### config.mk
export PLATFORM = sky130hd
export DESIGN_NAME = shift_cmd_sequencer_flat
export DESIGN_NICKNAME = d
export VERILOG_FILES = /design/src/rtl/shift_cmd_sequencer_if.sv /design/src/rtl/shift_cmd_sequencer.sv /design/src/flat_wrapper.sv
export SDC_FILE = /design/constraint.sdc
export NUM_CORES = 1
export LEC_CHECK = 0
export ABC_CLOCK_PERIOD_IN_PS = 2800
export BUFFER_PORTS_ARGS = -buffer_cell sky130_fd_sc_hd__buf_2
export CAP_MARGIN = 20
export CELL_PAD_IN_SITES_DETAIL_PLACEMENT = 1
export CELL_PAD_IN_SITES_GLOBAL_PLACEMENT = 1
export CORE_UTILIZATION = 46
export DETAILED_ROUTE_END_ITERATION = 12
export GPL_TIMING_DRIVEN = 0
export PLACE_DENSITY = 0.82
export SYNTH_ARGS = -nofsm -noshare
export SYNTH_HDL_FRONTEND = slang
export SYNTH_SLANG_ARGS = --single-unit
### constraint.sdc
create_clock -name clk -period 2.8 [get_ports clk]
set_input_delay 0 -clock clk [delete_from_list [all_inputs] [get_ports clk]]
set_output_delay 0 -clock clk [all_outputs]
set_load 0.03 [all_outputs]
### src/rtl/shift_cmd_sequencer_if.sv
// Bundle of the command, shifter-control and result signals for the
// shift command sequencer. The sequencer takes the slave view and the
// surrounding environment (command source, shifter, result sink) takes
// the master view.
interface shift_cmd_sequencer_if #(
    parameter int DATA_W = 32,
    parameter int AMT_W  = 5
);
    logic              cmd_valid;
    logic              cmd_ready;
    logic [DATA_W-1:0] cmd_data;
    logic              cmd_dir;
    logic [AMT_W-1:0]  cmd_amt;

    logic [DATA_W-1:0] sh_in;
    logic              sh_load;
    logic              sh_en;
    logic              sh_dir;
    logic [DATA_W-1:0] sh_q;

    logic              res_valid;
    logic              res_ready;
    logic [DATA_W-1:0] res_data;

    logic              busy;

    modport slave (
        input  cmd_valid, cmd_data, cmd_dir, cmd_amt, sh_q, res_ready,
        output cmd_ready, sh_in, sh_load, sh_en, sh_dir, res_valid, res_data, busy
    );

    modport master (
        output cmd_valid, cmd_data, cmd_dir, cmd_amt, sh_q, res_ready,
        input  cmd_ready, sh_in, sh_load, sh_en, sh_dir, res_valid, res_data, busy
    );
endinterface

### src/rtl/shift_cmd_sequencer.sv
// Command sequencer for a bit-serial variable shifter. Commands (data,
// direction, amount) are queued in a small FIFO, then replayed one at a
// time as a load strobe followed by exactly 'amount' shift-enable cycles.
// The shifter output is captured afterwards and offered as a result with
// its own valid/ready handshake. Strobes are decoded from registered state
// only, so load and enable can never overlap.
module shift_cmd_sequencer #(
    parameter int DATA_W    = 32,
    parameter int AMT_W     = 5,
    parameter int CMD_DEPTH = 4
) (
    input logic                  clk,
    input logic                  clr,
    shift_cmd_sequencer_if.slave bus
);

    typedef enum logic [2:0] {
        IDLE,
        LOAD,
        SHIFT,
        CAPTURE,
        OUT
    } state_t;

    localparam int PTR_W = (CMD_DEPTH > 1) ? $clog2(CMD_DEPTH) : 1;
    localparam int CNT_W = PTR_W + 1;
    localparam int ENT_W = DATA_W + AMT_W + 1;

    state_t state;
    state_t next_state;

    logic [ENT_W-1:0]  fifo_mem [CMD_DEPTH];
    logic [PTR_W-1:0]  wr_ptr;
    logic [PTR_W-1:0]  rd_ptr;
    logic [CNT_W-1:0]  fifo_count;
    logic              fifo_full;
    logic              fifo_empty;
    logic              cmd_ready;
    logic              push;
    logic              pop;
    logic [ENT_W-1:0]  head;

    logic [DATA_W-1:0] work_data;
    logic              work_dir;
    logic [AMT_W-1:0]  work_amt;
    logic [AMT_W-1:0]  shift_cnt;

    logic              res_valid;
    logic [DATA_W-1:0] res_data;

    logic              sh_load;
    logic              sh_en;
    logic              drive_shifter;

    assign fifo_full  = (fifo_count == CNT_W'(CMD_DEPTH));
    assign fifo_empty = (fifo_count == '0);

    // While reset is held the queue refuses commands even though it is empty.
    assign cmd_ready  = clr && !fifo_full;
    assign push       = bus.cmd_valid && cmd_ready;
    assign head       = fifo_mem[rd_ptr];

    // Command queue storage; entries need no reset because occupancy is
    // tracked separately by the count.
    always_ff @(posedge clk) begin
        if (push) begin
            fifo_mem[wr_ptr] <= {bus.cmd_dir, bus.cmd_amt, bus.cmd_data};
        end
    end

    // Queue pointers and occupancy; push and pop may land on the same edge.
    always_ff @(posedge clk) begin
        if (!clr) begin
            wr_ptr     <= '0;
            rd_ptr     <= '0;
            fifo_count <= '0;
        end else begin
            if (push) begin
                wr_ptr <= wr_ptr + PTR_W'(1);
            end
            if (pop) begin
                rd_ptr <= rd_ptr + PTR_W'(1);
            end
            if (push && !pop) begin
                fifo_count <= fifo_count + CNT_W'(1);
            end else if (pop && !push) begin
                fifo_count <= fifo_count - CNT_W'(1);
            end
        end
    end

    // State register.
    always_ff @(posedge clk) begin
        if (!clr) begin
            state <= IDLE;
        end else begin
            state <= next_state;
        end
    end

    // Next-state logic plus the pop and shifter strobes, all from registered state.
    always_comb begin
        next_state = state;
        pop        = 1'b0;
        sh_load    = 1'b0;
        sh_en      = 1'b0;
        case (state)
            IDLE: begin
                if (!fifo_empty) begin
                    pop        = 1'b1;
                    next_state = LOAD;
                end
            end
            LOAD: begin
                sh_load    = 1'b1;
                next_state = (work_amt != '0) ? SHIFT : CAPTURE;
            end
            SHIFT: begin
                sh_en = 1'b1;
                if (shift_cnt == AMT_W'(1)) begin
                    next_state = CAPTURE;
                end
            end
            CAPTURE: begin
                next_state = OUT;
            end
            OUT: begin
                if (bus.res_ready) begin
                    next_state = IDLE;
                end
            end
            default: begin
                next_state = IDLE;
            end
        endcase
    end

    // Working copy of the command being executed and the remaining-shift counter.
    always_ff @(posedge clk) begin
        if (!clr) begin
            work_data <= '0;
            work_dir  <= 1'b0;
            work_amt  <= '0;
            shift_cnt <= '0;
        end else begin
            if (pop) begin
                work_data <= head[DATA_W-1:0];
                work_amt  <= head[DATA_W +: AMT_W];
                work_dir  <= head[ENT_W-1];
            end
            if (state == LOAD) begin
                shift_cnt <= work_amt;
            end else if (state == SHIFT) begin
                shift_cnt <= shift_cnt - AMT_W'(1);
            end
        end
    end

    // Result register: capture the shifter output, hold it until accepted.
    always_ff @(posedge clk) begin
        if (!clr) begin
            res_valid <= 1'b0;
            res_data  <= '0;
        end else if (state == CAPTURE) begin
            res_valid <= 1'b1;
            res_data  <= bus.sh_q;
        end else if (state == OUT && bus.res_ready) begin
            res_valid <= 1'b0;
        end
    end

    // Load value and direction are presented only while a command is in flight.
    assign drive_shifter = (state == LOAD) || (state == SHIFT) || (state == CAPTURE);

    assign bus.cmd_ready = cmd_ready;
    assign bus.sh_in     = drive_shifter ? work_data : '0;
    assign bus.sh_dir    = drive_shifter ? work_dir : 1'b0;
    assign bus.sh_load   = sh_load;
    assign bus.sh_en     = sh_en;
    assign bus.res_valid = res_valid;
    assign bus.res_data  = res_data;
    assign bus.busy      = (state != IDLE) || !fifo_empty;

endmodule

### src/flat_wrapper.sv
// flat-port wrapper written by rule: the top's interface ports become plain ports
module shift_cmd_sequencer_flat 
#(
    parameter int DATA_W    = 32,
    parameter int AMT_W     = 5,
    parameter int CMD_DEPTH = 4
)
  (clk, clr, bus_cmd_valid, bus_cmd_data, bus_cmd_dir, bus_cmd_amt, bus_sh_q, bus_res_ready, bus_cmd_ready, bus_sh_in, bus_sh_load, bus_sh_en, bus_sh_dir, bus_res_valid, bus_res_data, bus_busy);
  shift_cmd_sequencer_if #(.DATA_W(DATA_W), .AMT_W(AMT_W)) bus_i ();
  input logic clk;
  input logic clr;
  input wire logic [$bits(bus_i.cmd_valid)-1:0] bus_cmd_valid;
  input wire logic [$bits(bus_i.cmd_data)-1:0] bus_cmd_data;
  input wire logic [$bits(bus_i.cmd_dir)-1:0] bus_cmd_dir;
  input wire logic [$bits(bus_i.cmd_amt)-1:0] bus_cmd_amt;
  input wire logic [$bits(bus_i.sh_q)-1:0] bus_sh_q;
  input wire logic [$bits(bus_i.res_ready)-1:0] bus_res_ready;
  output wire logic [$bits(bus_i.cmd_ready)-1:0] bus_cmd_ready;
  output wire logic [$bits(bus_i.sh_in)-1:0] bus_sh_in;
  output wire logic [$bits(bus_i.sh_load)-1:0] bus_sh_load;
  output wire logic [$bits(bus_i.sh_en)-1:0] bus_sh_en;
  output wire logic [$bits(bus_i.sh_dir)-1:0] bus_sh_dir;
  output wire logic [$bits(bus_i.res_valid)-1:0] bus_res_valid;
  output wire logic [$bits(bus_i.res_data)-1:0] bus_res_data;
  output wire logic [$bits(bus_i.busy)-1:0] bus_busy;
  assign bus_i.cmd_valid = bus_cmd_valid;
  assign bus_i.cmd_data = bus_cmd_data;
  assign bus_i.cmd_dir = bus_cmd_dir;
  assign bus_i.cmd_amt = bus_cmd_amt;
  assign bus_i.sh_q = bus_sh_q;
  assign bus_i.res_ready = bus_res_ready;
  assign bus_cmd_ready = bus_i.cmd_ready;
  assign bus_sh_in = bus_i.sh_in;
  assign bus_sh_load = bus_i.sh_load;
  assign bus_sh_en = bus_i.sh_en;
  assign bus_sh_dir = bus_i.sh_dir;
  assign bus_res_valid = bus_i.res_valid;
  assign bus_res_data = bus_i.res_data;
  assign bus_busy = bus_i.busy;
  shift_cmd_sequencer #(.DATA_W(DATA_W), .AMT_W(AMT_W), .CMD_DEPTH(CMD_DEPTH)) u_core (.clk(clk), .clr(clr), .bus(bus_i));
endmodule
======== Word level (Yosys, flattened, before mapping) ========
Memory sizes are Yosys's and may differ from the RTL's. A register that Yosys moved wholly into a read port is not among the register bits.
Cells that the tools add are included.
storage, ports and cells
  register bits after elaboration ......... 48
  memory bits (writable) .................. 152
  input bits .............................. 74
  output and inout bits ................... 70
  memories ................................ 1
operators by class
  $add $sub $neg .......................... 5
  equal/unequal tests ..................... 9
  multiplexer cells ....................... 19
  reductions and logical operators ........ 21
memory list
  memory           words  width  read ports  clocked after memory_dff  wr ports  RTL line                   source
  u_core.fifo_mem  4      38     1           1                         1         shift_cmd_sequencer.sv:32  logic [ENT_W-1:0] fifo_mem [CMD_DEPTH];
operators with widths
  cell                   number
  $mux W32               1
  $mux W3                5
  $pmux W3 S5            1
  $mux W1                10
  $mux W5                2
  $eq A3 B2 Y1 const B   2
  $eq A3 B3 Y1 const B   2
  $logic_not A3 Y1       2
  $reduce_bool A2 Y1     3
  $eq A5 B1 Y1 const B   1
  $logic_and A1 B1 Y1    5
  $logic_not A1 Y1       5
  $reduce_bool A5 Y1     1
  $sub A5 B1 Y5 const B  1
  $add A2 B1 Y2 const B  2
  $ne A2 B2 Y1 const B   2
  $add A3 B1 Y3 const B  1
  $eq A3 B1 Y1 const B   1
  $logic_or A1 B1 Y1     3
  $reduce_and A3 Y1      1
  $reduce_bool A3 Y1     1
  $sub A3 B1 Y3 const B  1
  $ne A2 B1 Y1 const B   1

======== Depth between registers and ports, before layout ========
Gate-level depths: netlist of run 1.
  depth in word-level cells ............... 8
  gate-level depth with buffers ........... 11

======== Worst setup path after synthesis of run 1 ========
OpenSTA, ideal clock, no wires.
  path type ............................... register to register
  from .................................... reg u_core.fifo_count[2]
  to ...................................... reg u_core.fifo_count[2]
  setup time .............................. 0.070 ns
  arrival ................................. 2.263 ns
  required time ........................... 2.730 ns
  path slack .............................. 0.466 ns
  stages on the path, launching flop included .. 12
  cell sequence ........................... dfxtp_1 nor3_4 nor2_1 buf_4 buf_4 inv_2 ha_1 inv_1 fa_1 xor2_1 or3_1 a21oi_1
between the ends
  longest elaborated chain between the ends .. 7
RTL lines
  item                                                   RTL line                   source
  start: declaration                                     shift_cmd_sequencer.sv:35  logic [CNT_W-1:0] fifo_count;
  start signal: assignment                               shift_cmd_sequencer.sv:85  fifo_count <= fifo_count + CNT_W'(1);
  start signal: assignment                               shift_cmd_sequencer.sv:87  fifo_count <= fifo_count - CNT_W'(1);
  branches (longest 7 deep; another with $sub A3 B1 Y3)  --
Parallel ways; which one is timed is not known. The select of a mux whose other input is x is not followed.
A chain may end at the register's enable or synchronous reset.

======== Final worst setup path of run 1 ========
  from .................................... reg u_core.state[1]
  to ...................................... out bus_sh_in[12]
between the ends
  longest elaborated chain between the ends .. 4
RTL lines
  item                                          RTL line                    source
  start: declaration                            shift_cmd_sequencer.sv:29   state_t state;
  start signal: assignment                      shift_cmd_sequencer.sv:97   state <= next_state;
  $eq A3 B1 Y1 or $eq A3 B2 Y1 (tied branches)  shift_cmd_sequencer.sv:173  assign drive_shifter = (state == LOAD) || (state == SHIFT) || (state == CAPTURE);
  $logic_or A1 B1 Y1                            shift_cmd_sequencer.sv:173
  $logic_or A1 B1 Y1 *                          shift_cmd_sequencer.sv:173
  $mux W32 *                                    shift_cmd_sequencer.sv:176  assign bus.sh_in = drive_shifter ? work_data : '0;
  end: declaration                              flat_wrapper.sv:19          output wire logic [$bits(bus_i.sh_in)-1:0] bus_sh_in;
Every way passes the cells marked *; elsewhere a longest branch is shown, timed or not.

==> impl_metrics.env, run 1 <==
export IMPL_htree_levels=1
export IMPL_yosysWarnings=0
export IMPL_synth_edff_count=152
export IMPL_synth_seq_cells=238
export IMPL_seqCellArea_um2=6290
export IMPL_multiInputGateArea_um2=2600
export IMPL_pin_count=144
export IMPL_critPathKind="flip-flop to output pin"
export IMPL_powerDensity_nw_per_um2=913
export IMPL_grt_pass1_vias=6762
export IMPL_initial_utilization=0.471
export IMPL_p_total_mw=10.8
export IMPL_dpl_cell_area_um2=10300
export IMPL_antenna_found_initial=0
export IMPL_synth_area_leader_cell="edfxtp_1"
export IMPL_die_height_um=143
export IMPL_slew_limit_headroom=0.498
export IMPL_grt_overflow_total=0
export IMPL_cts_sinks=238
export IMPL_fillCellCount=1868
export IMPL_fp_dieArea_um2=20500
export IMPL_power_frac_clock=0.304
export IMPL_layout_drive_gt1_share=0.303
export IMPL_crit_path_start_kind="flip-flop"
export IMPL_grt_setup_unrepaired="false"
export IMPL_vias=6076
export IMPL_fin_skew_ns=0.0138
export IMPL_wirelength_um=24000
export IMPL_synth_xor_area_share=0.00287
export IMPL_dr_first_iter_drc_count=249
export IMPL_area_delta_synth_final_pct=29.5
export IMPL_combPwrFrac=0.276
export IMPL_dpl_hpwl_um=14900
export IMPL_synth_compound_area_frac=0.0802
export IMPL_layout_common_cells="153 x buf_2, 152 x edfxtp_1, 104 x nand2_1"
export IMPL_fin_area_um2=11900
export IMPL_wire_per_inst_um=21.0
export IMPL_yosys_cell_types_count=47
export IMPL_routed_via_density=5.31
export IMPL_async_flop_share=0
export IMPL_netlist_area_um2=9160
export IMPL_power_share_switching=0.317
export IMPL_nets=943
export IMPL_die_w_um=143
export IMPL_cts_inserted_buffers=25
export IMPL_ys_seq_area_frac=0.686
export IMPL_portBuffers=142
export IMPL_finalHoldWorstSlack_ns=0.228
export IMPL_hold_viol=0
export IMPL_power_leakage_nw=4.38
export IMPL_finish_utilization=0.609
export IMPL_avgSynthCellArea_um2=14.9
export IMPL_synth_top_family_by_area="multiplexers"
export IMPL_synthAdderAreaFrac=0.0118
export IMPL_core_um2=19500
export IMPL_drt_first_pass_iters=4
export IMPL_internal_power_mw=7.39
export IMPL_clock_path_buffers=3
export IMPL_root_buffer="clkbuf_16"
export IMPL_syn_instance_count=613
export IMPL_ant_nets=0
export IMPL_hold_path_class="input pin to flip-flop"
export IMPL_worst_ep_arrival_time_ns=2.61
export IMPL_maxCapViolations=0
export IMPL_gp_congestion=0.812
export IMPL_irDropWorstVdd_mv=0.610
export IMPL_synthMuxAreaShare=0.0967
export IMPL_drcViolationCount=0
export IMPL_cp_data_required_time_ns=2.80
export IMPL_layout_commonest_cell="buf_2"
export IMPL_status="finished, final reports clean"
export IMPL_clk_pin_slew_ns=0.06
export IMPL_seqPwrFrac=0.420
export IMPL_power_switching_mw=3.43
export IMPL_clk_latency_ns=0.53
export IMPL_endpoint_kind="output pin"
export IMPL_fp_row_count=51
export IMPL_fin_crit_ns=2.61
export IMPL_drv_slew=0
export IMPL_cp_max_fo=10
export IMPL_fmax_ghz=0.384
export IMPL_grt_pass1_wl_um=36300
export IMPL_setup_viol=0
export IMPL_synth_nets=695
export IMPL_antenna_cells=0
export IMPL_finalCritPeriodShare=0.931
export IMPL_synth_area_top_cells="edfxtp_1 50%, dfxtp_1 19%, mux4_2 9.3%, nand2_1 4.3%, o2bb2ai_1 2.7%"
export IMPL_max_slew_worst_pin_slew_ns=0.752
export IMPL_synth_top_area_frac=0.498
export IMPL_synthFlopType="edfxtp_1"
export IMPL_r2r_slack_ns=0.23
export IMPL_yosys_area_share_simple=0.0918
export IMPL_grt_max_degree=26
export IMPL_cts_tree="built"
export IMPL_grt_usage=0.236
worst max-delay path: stages (launching register included):
cell and delay [ns]:
dfxtp_1 0.36, buf_2 0.22, nor2_1 0.10, nor2_1 0.52, clkbuf_1 0.39, and2_1 0.27, buf_2 0.22
layout make-up:
class / count / area share
Buffer: 42 / 0.0192
Clock buffer: 37 / 0.0628
Clock inverter: 9 / 0.00675
Inverter: 13 / 0.00412
Multi-Input combinational cell: 320 / 0.219
Sequential cell: 238 / 0.530
Tap cell: 265 / 0.0280
Timing Repair Buffer: 221 / 0.130
synth_stat cells, types with 3 or more instances:
cell type	count
edfxtp_1	152
mux4_2	38
or3b_1	3
nand3b_1	3
nor2_1	7
o2bb2ai_1	28
ha_1	7
dfxtp_1	86
o2bb2ai_2	10
mux2i_1	3
buf_4	7
nand3_1	4
or3_1	3
inv_1	11
buf_2	11
a21oi_1	44
and2_1	37
nand2_1	104
clkbuf_1	20
cell families after synthesis:
group                    Yosys count
multiplexers                      41
adder cells (fa/ha/maj)            8
AO/OA/AOI/OAI                     96
AND/OR/NAND/NOR                  172
buffers and inverters             55
XOR/XNOR                           3
flip-flops                       238
worst paths after layout:
path,startpoint,endpoint,cells after the start
worst min-delay path,bus_cmd_data[13],u_core.fifo_mem[0][13]$_DFFE_PP_,2
worst max-delay path,u_core.state[1]$_SDFFE_PN0P_,bus_sh_in[12],6
worst max register to register,u_core.fifo_count[1]$_SDFFE_PN0P_,u_core.fifo_count[2]$_SDFFE_PN0P_,11
worst min register to register,u_core.work_data[7]$_SDFFE_PN0P_,u_core.work_data[7]$_SDFFE_PN0P_,2
what timing repair did:
item / 4_1_cts / 5_1_grt
resized for setup: 0 / 0
endpoints found under the hold margin: 190 / 0
setup buffers: 0 / 2
setup endpoints to repair: 0 / 1
hold buffers: 73 / 0
per-layer routing:
metal,vias up,GRT usage,part of all wire
met2,209,0.442,0.53
met4,0,0.0685,0.018
met5,-,0,0
met3,43,0.0379,0.055
li1,2771,-,-
met1,3053,0.278,0.40
flip-flops by register name (all words and copies together), names as in the netlist:
| signal | cells |
|---|---|
| u_core.fifo_mem | 152 |
| u_core.bus.res_data | 32 |
| u_core.work_data | 32 |
| u_core.shift_cnt | 5 |
| u_core.work_amt | 5 |
| u_core.fifo_count | 3 |
| u_core.state | 3 |
| u_core.rd_ptr | 2 |
| u_core.wr_ptr | 2 |
| u_core.bus.res_valid | 1 |
| u_core.work_dir | 1 |
through the flow:
stage	setup slack, ns	cells	TNS (ns)
floorplan	0.466	613	0
global placement	-0.326	1020	-48.16
detailed placement	0.115	1024	0
CTS	0.0853	1143	0
global route	0.0419	1145	0
finish	0.194	1145	0
power by group through the flow:
stage               Combinational, mW  Sequential [mW]  Clock, mW
global route                     3.23             4.59       3.47
CTS                              2.98             4.54       3.35
floorplan                        1.95             4.60          0
detailed placement               2.88             4.61          0
finish                           2.99             4.54       3.30
global placement                 2.71             4.57          0
(Power assumes the default switching activity.)
==> inputs of run 2 (changes only) <==
==> constraint.sdc (replaced) <==
create_clock -name clk -period 2.8 [get_ports clk]
set_input_delay 0.42 -clock clk [delete_from_list [all_inputs] [get_ports clk]]
set_output_delay 0.42 -clock clk [all_outputs]
set_load 0.03 [all_outputs]
==> impl_metrics.env, run 2 (synthesized netlist as in run 1, its figures left out) <==
export IMPL_status="finished, final reports clean"
export IMPL_finalCritPeriodShare=0.925
export IMPL_clk_latency_ns=0.53
export IMPL_power_leakage_nw=4.08
export IMPL_cp_max_fo=10
export IMPL_initial_utilization=0.471
export IMPL_fin_crit_ns=2.59
export IMPL_grt_max_degree=26
export IMPL_worstRegToRegCells=11
export IMPL_cts_sinks=238
export IMPL_finalHoldWorstSlack_ns=0.108
export IMPL_routed_via_density=5.29
export IMPL_wirelength_um=21600
export IMPL_critPathKind="flip-flop to output pin"
export IMPL_fin_skew_ns=0.0148
export IMPL_worstHoldStart="bus_cmd_data[13]"
export IMPL_slowest_delay_ns=0.36
export IMPL_hold_path_end="u_core.fifo_mem[0][13]$_DFFE_PP_"
export IMPL_r2r_start="u_core.fifo_count[1]$_SDFFE_PN0P_"
export IMPL_clock_path_buffers=3
export IMPL_nets=870
export IMPL_reg_largest_list="u_core.fifo_mem (152), u_core.bus.res_data (32), u_core.work_data (32)"
export IMPL_hold_depth=1
export IMPL_antenna_found_initial=1
export IMPL_hold_viol=0
export IMPL_clk_pin_slew_ns=0.06
export IMPL_pin_count=144
export IMPL_ant_nets=0
export IMPL_worst_ep_arrival_time_ns=2.17
export IMPL_dpl_hpwl_um=14900
export IMPL_r2r_slack_ns=0.23
export IMPL_antenna_cells=0
export IMPL_dr_first_iter_drc_count=187
export IMPL_placed_cells=1024
export IMPL_vias=5668
export IMPL_grt_usage=0.215
export IMPL_fp_dieArea_um2=20500
export IMPL_root_buffer="clkbuf_16"
export IMPL_largest_reg_flops=152
export IMPL_setup_viol=0
export IMPL_fmax_ghz=0.386
export IMPL_regMostFlops="u_core.fifo_mem"
export IMPL_area_delta_synth_final_pct=21.6
export IMPL_drv_slew=0
export IMPL_cts_hold_buf=0
export IMPL_cts_inserted_buffers=25
export IMPL_grt_pass1_vias=6252
export IMPL_endpoint_kind="output pin"
export IMPL_critical_path_most_common_cell="buf_2"
export IMPL_drcViolationCount=0
export IMPL_htree_levels=1
export IMPL_cp_data_required_time_ns=2.38
export IMPL_maxCapViolations=0
export IMPL_grt_setup_unrepaired="false"
export IMPL_powerDensity_nw_per_um2=963
export IMPL_max_slew_worst_pin_slew_ns=0.726
export IMPL_layout_common_cells="153 x buf_2, 152 x edfxtp_1, 104 x nand2_1"
export IMPL_die_height_um=143
export IMPL_slowest_stage="dfxtp_1"
export IMPL_hold_path_class="input pin to flip-flop"
export IMPL_path_cells="buf_2, nor2_1, nor2_4, clkbuf_2, and2_1, buf_2"
export IMPL_drt_first_pass_iters=4
export IMPL_irDropWorstVdd_mv=0.542
export IMPL_core_um2=19500
export IMPL_portBuffers=142
export IMPL_slew_limit_headroom=0.516
export IMPL_layout_commonest_cell="buf_2"
export IMPL_crit_path_start_kind="flip-flop"
export IMPL_p_total_mw=10.7
export IMPL_wire_per_inst_um=20.1
export IMPL_reg2reg_to="u_core.fifo_count[2]$_SDFFE_PN0P_"
export IMPL_grt_overflow_total=0
export IMPL_layout_cells_non_filler=1072
export IMPL_layout_drive_gt1_share=0.336
export IMPL_cts_tree="built"
export IMPL_die_w_um=143
export IMPL_grt_pass1_wl_um=33300
export IMPL_gp_congestion=0.812
export IMPL_fp_row_count=51
## run 2: cell count changes in the layout (fill, tap and decap cells not counted), sizes merged
cell,delta
dlygate4sd3,-73
## run 2: metrics by stage
stage	utilization	setup TNS [ns]	setup WS (ns)	cell area, um2
after floorplan	-	0	0.311	9160
after global placement	0.524	-112.00	-0.746	10200
after detailed placement	0.528	-0.0793	-0.0793	10300
after CTS	0.571	0	0.0487	11100
after global routing	0.572	0	0.0749	11100
final	0.572	0	0.210	11100
## run 2: routing by layer
metal | wire (um) | global-route usage | vias up
met5 | 13 | 0 | -
met4 | 334 | 0.0538 | 2
met3 | 1230 | 0.0359 | 34
met2 | 11100 | 0.396 | 172
met1 | 8900 | 0.261 | 2827
li1 | - | - | 2633
## run 2: timing repair
item	in CTS	in global routing
gates cloned	0	0
buffers inserted	0	2
pin swaps	0	1
setup endpoints to repair	30	19
hold endpoints to repair	0	0
resized for setup	4	1
## run 2: final cells by class
| type | instances | area (um2) |
|---|---|---|
| Fill cell | 1915 | 8330 |
| Sequential cell | 238 | 6290 |
| Multi-Input combinational cell | 320 | 2610 |
| Timing Repair Buffer | 148 | 806 |
| Clock buffer | 37 | 744 |
| Tap cell | 265 | 332 |
| Buffer | 42 | 231 |
| Clock inverter | 9 | 80.1 |
| Inverter | 13 | 48.8 |
## run 2: critical path, delay by kind of cell (launching register included)
family                 cells  cell delay [ns]
buffers and inverters      3             0.71
AND/OR/NAND/NOR            3             0.58
flip-flops                 1             0.36
## run 2: how the worst max path moves through the flow
stage | start | to | slack (ns) | cells after the start
floorplan | clr | u_core.fifo_mem[1][0]$_DFFE_PP_ | 0.31 | 5
global placement | clr | u_core.fifo_mem[2][22]$_DFFE_PP_ | -0.75 | 5
detailed placement | clr | u_core.fifo_count[2]$_SDFFE_PN0P_ | -0.08 | 10
CTS | u_core.state[1]$_SDFFE_PN0P_ | bus_sh_in[12] | 0.05 | 6
global route | u_core.state[1]$_SDFFE_PN0P_ | bus_sh_in[12] | 0.07 | 6
finish | u_core.state[1]$_SDFFE_PN0P_ | bus_sh_in[12] | 0.21 | 6
## run 2: power by group
group	total [mW]	internal [mW]	switching [mW]
clock network	3.29	1.94	1.35
logic	2.89	1.13	1.76
registers	4.54	4.26	0.279
==> inputs of run 3 (changes only) <==
--- a/config.mk
+++ b/config.mk
@@ -5,12 +5,13 @@
 export SDC_FILE = /design/constraint.sdc
 export NUM_CORES = 1
 export LEC_CHECK = 0
+export ABC_AREA = 1
 export ABC_CLOCK_PERIOD_IN_PS = 2800
 export BUFFER_PORTS_ARGS = -buffer_cell sky130_fd_sc_hd__buf_2
 export CAP_MARGIN = 20
 export CELL_PAD_IN_SITES_DETAIL_PLACEMENT = 1
 export CELL_PAD_IN_SITES_GLOBAL_PLACEMENT = 1
-export CORE_UTILIZATION = 46
+export CORE_UTILIZATION = 43
 export DETAILED_ROUTE_END_ITERATION = 12
 export GPL_TIMING_DRIVEN = 0
 export PLACE_DENSITY = 0.82
==> impl_metrics.env, run 3 <==
export IMPL_layout_commonest_cell="nor2_1"
export IMPL_pin_count=144
export IMPL_die_w_um=151
export IMPL_synth_area_top_cells="edfxtp_1 48%, dfxtp_1 18%, nor2_1 14%, nand2_1 5.7%, o21ai_0 4.5%"
export IMPL_root_buffer="clkbuf_16"
export IMPL_dpl_hpwl_um=17900
export IMPL_antenna_found_initial=3
export IMPL_yosys_cell_types_count=25
export IMPL_yosysWarnings=0
export IMPL_irDropWorstVdd_mv=0.610
export IMPL_synth_seq_cells=238
export IMPL_cp_data_required_time_ns=2.38
export IMPL_grt_pass1_wl_um=39900
export IMPL_p_total_mw=12.2
export IMPL_hold_viol=0
export IMPL_cp_max_fo=10
export IMPL_cts_hold_buf=0
export IMPL_yosys_top_cells_count="353 x nor2_1, 152 x edfxtp_1, 146 x nand2_1"
export IMPL_layout_drive_gt1_share=0.194
export IMPL_grt_setup_unrepaired="false"
export IMPL_fmax_ghz=0.386
export IMPL_status="finished, final reports clean"
export IMPL_cts_sinks=238
export IMPL_initial_utilization=0.439
export IMPL_die_height_um=151
export IMPL_grt_pass1_vias=7742
export IMPL_fp_dieArea_um2=22900
export IMPL_fin_area_um2=11600
export IMPL_cts_inserted_buffers=26
export IMPL_max_slew_worst_pin_slew_ns=0.836
export IMPL_fp_row_count=54
export IMPL_synth_top_area_frac=0.475
export IMPL_layout_common_cells="349 x nor2_1, 167 x buf_2, 152 x edfxtp_1"
export IMPL_fin_skew_ns=0.00814
export IMPL_core_um2=21900
export IMPL_synth_nets=1090
export IMPL_finish_utilization=0.529
export IMPL_clk_pin_slew_ns=0.06
export IMPL_hold_path_class="input pin to flip-flop"
export IMPL_grt_usage=0.230
export IMPL_setup_viol=0
export IMPL_regMostFlops="u_core.fifo_mem"
export IMPL_wire_per_inst_um=17.7
export IMPL_critPathKind="flip-flop to output pin"
export IMPL_dr_first_iter_drc_count=279
export IMPL_dpl_cell_area_um2=10800
export IMPL_powerDensity_nw_per_um2=1050
export IMPL_drt_first_pass_iters=4
export IMPL_htree_levels=1
export IMPL_routed_via_density=5.03
export IMPL_ant_nets=0
export IMPL_async_flop_share=0
export IMPL_post_synth_top_count_cell="nor2_1"
export IMPL_synth_area_leader_cell="edfxtp_1"
export IMPL_wirelength_um=26300
export IMPL_clock_path_buffers=3
export IMPL_vias=7456
export IMPL_grt_overflow_total=0
export IMPL_netlist_area_um2=9600
export IMPL_synthFlopType="edfxtp_1"
export IMPL_cts_resized=0
export IMPL_largest_reg_flops=152
export IMPL_clk_latency_ns=0.53
export IMPL_ys_seq_area_frac=0.655
export IMPL_fin_crit_ns=2.59
export IMPL_portBuffers=143
export IMPL_crit_path_start_kind="flip-flop"
export IMPL_drv_slew=0
export IMPL_endpoint_kind="output pin"
export IMPL_finalCritPeriodShare=0.924
export IMPL_syn_instance_count=1008
export IMPL_power_leakage_nw=4.96
export IMPL_grt_max_degree=26
export IMPL_finalHoldWorstSlack_ns=0.112
export IMPL_nets=1265
export IMPL_gp_congestion=0.771
export IMPL_reg_largest_list="u_core.fifo_mem (152), u_core.bus.res_data (32), u_core.work_data (32)"
export IMPL_area_delta_synth_final_pct=20.7
export IMPL_avgSynthCellArea_um2=9.52
export IMPL_worst_ep_arrival_time_ns=2.17
export IMPL_cts_tree="built"
export IMPL_slew_limit_headroom=0.441
export IMPL_synth_edff_count=152
export IMPL_post_cts_setup_buffers=0
export IMPL_drcViolationCount=0
export IMPL_maxCapViolations=0
==> run 3: cell count changes after synthesis, moves of 37 or more <==
cell     previous run  this run
nor2_1              7       353
o21ai_0             2        87
inv_1              11        59
nand2_1           104       146
mux4_2             38         0
and2_1             37         0
==> run 3: report_power, final <==
group | leakage (nW) | switching [mW] | total [mW] | internal [mW]
registers | 2.08 | 0.208 | 4.47 | 4.26
clock network | 0.386 | 1.37 | 3.22 | 1.85
logic | 2.49 | 3.17 | 4.54 | 1.37
==> run 3: worst paths after layout <==
path | slack (ns) | cells after the start | endpoint | startpoint
max | 0.21 | 6 | bus_sh_in[13] | u_core.state[1]$_SDFFE_PN0P_
min | 0.11 | 1 | u_core.fifo_mem[0][11]$_DFFE_PP_ | bus_cmd_data[11]
min reg2reg | 0.49 | 2 | u_core.bus.res_valid$_SDFFE_PN0P_ | u_core.bus.res_valid$_SDFFE_PN0P_
max reg2reg | 0.44 | 13 | u_core.fifo_count[2]$_SDFFE_PN0P_ | u_core.fifo_count[0]$_SDFFE_PN0P_
==> run 3: cell families after synthesis <==
group | count (synthesis) | share of synthesized area
flip-flops | 238 | 0.655
adder cells (fa/ha/maj) | 8 | 0.0112
AO/OA/AOI/OAI | 123 | 0.0645
AND/OR/NAND/NOR | 520 | 0.210
buffers and inverters | 117 | 0.0573
XOR/XNOR | 2 | 0.00182
==> run 3: metal layers <==
layer | vias to the layer above | global-route usage | wire length [um]
li1 | 3603 | - | -
met1 | 3567 | 0.262 | 10400
met2 | 229 | 0.430 | 13600
met3 | 53 | 0.0419 | 1650
met4 | 4 | 0.0720 | 587
met5 | - | 0 | 27
==> run 3: area by class of cell <==
class	count	area, um2
fillers	2524	10300
flip-flops and latches	238	6290
multi-input cells	653	2790
repair buffers	147	811
clock buffers	34	702
well taps	280	350
plain buffers	53	310
inverters	64	240
clock inverters	12	92.6
diodes	2	5.00
==> run 3: worst max-delay path: stages, from the launching register on <==
cell     delay, ns
dfxtp_1       0.39
inv_2         0.10
nand2_4       0.11
nand2_1       0.32
buf_2         0.34
nor2_1        0.16
buf_2         0.22
==> run 3: metrics by stage <==
| stage | TNS, ns | setup slack, ns | std cells |
|---|---|---|---|
| 2_1_floorplan | 0 | 0.0720 | 1008 |
| 3_3_place_gp | -201.72 | -1.38 | 1431 |
| 3_5_place_dp | 0 | 0.366 | 1435 |
| 4_1_cts | 0 | 0.149 | 1481 |
| 5_1_grt | 0 | 0.117 | 1482 |
| 6_report | 0 | 0.212 | 1483 |
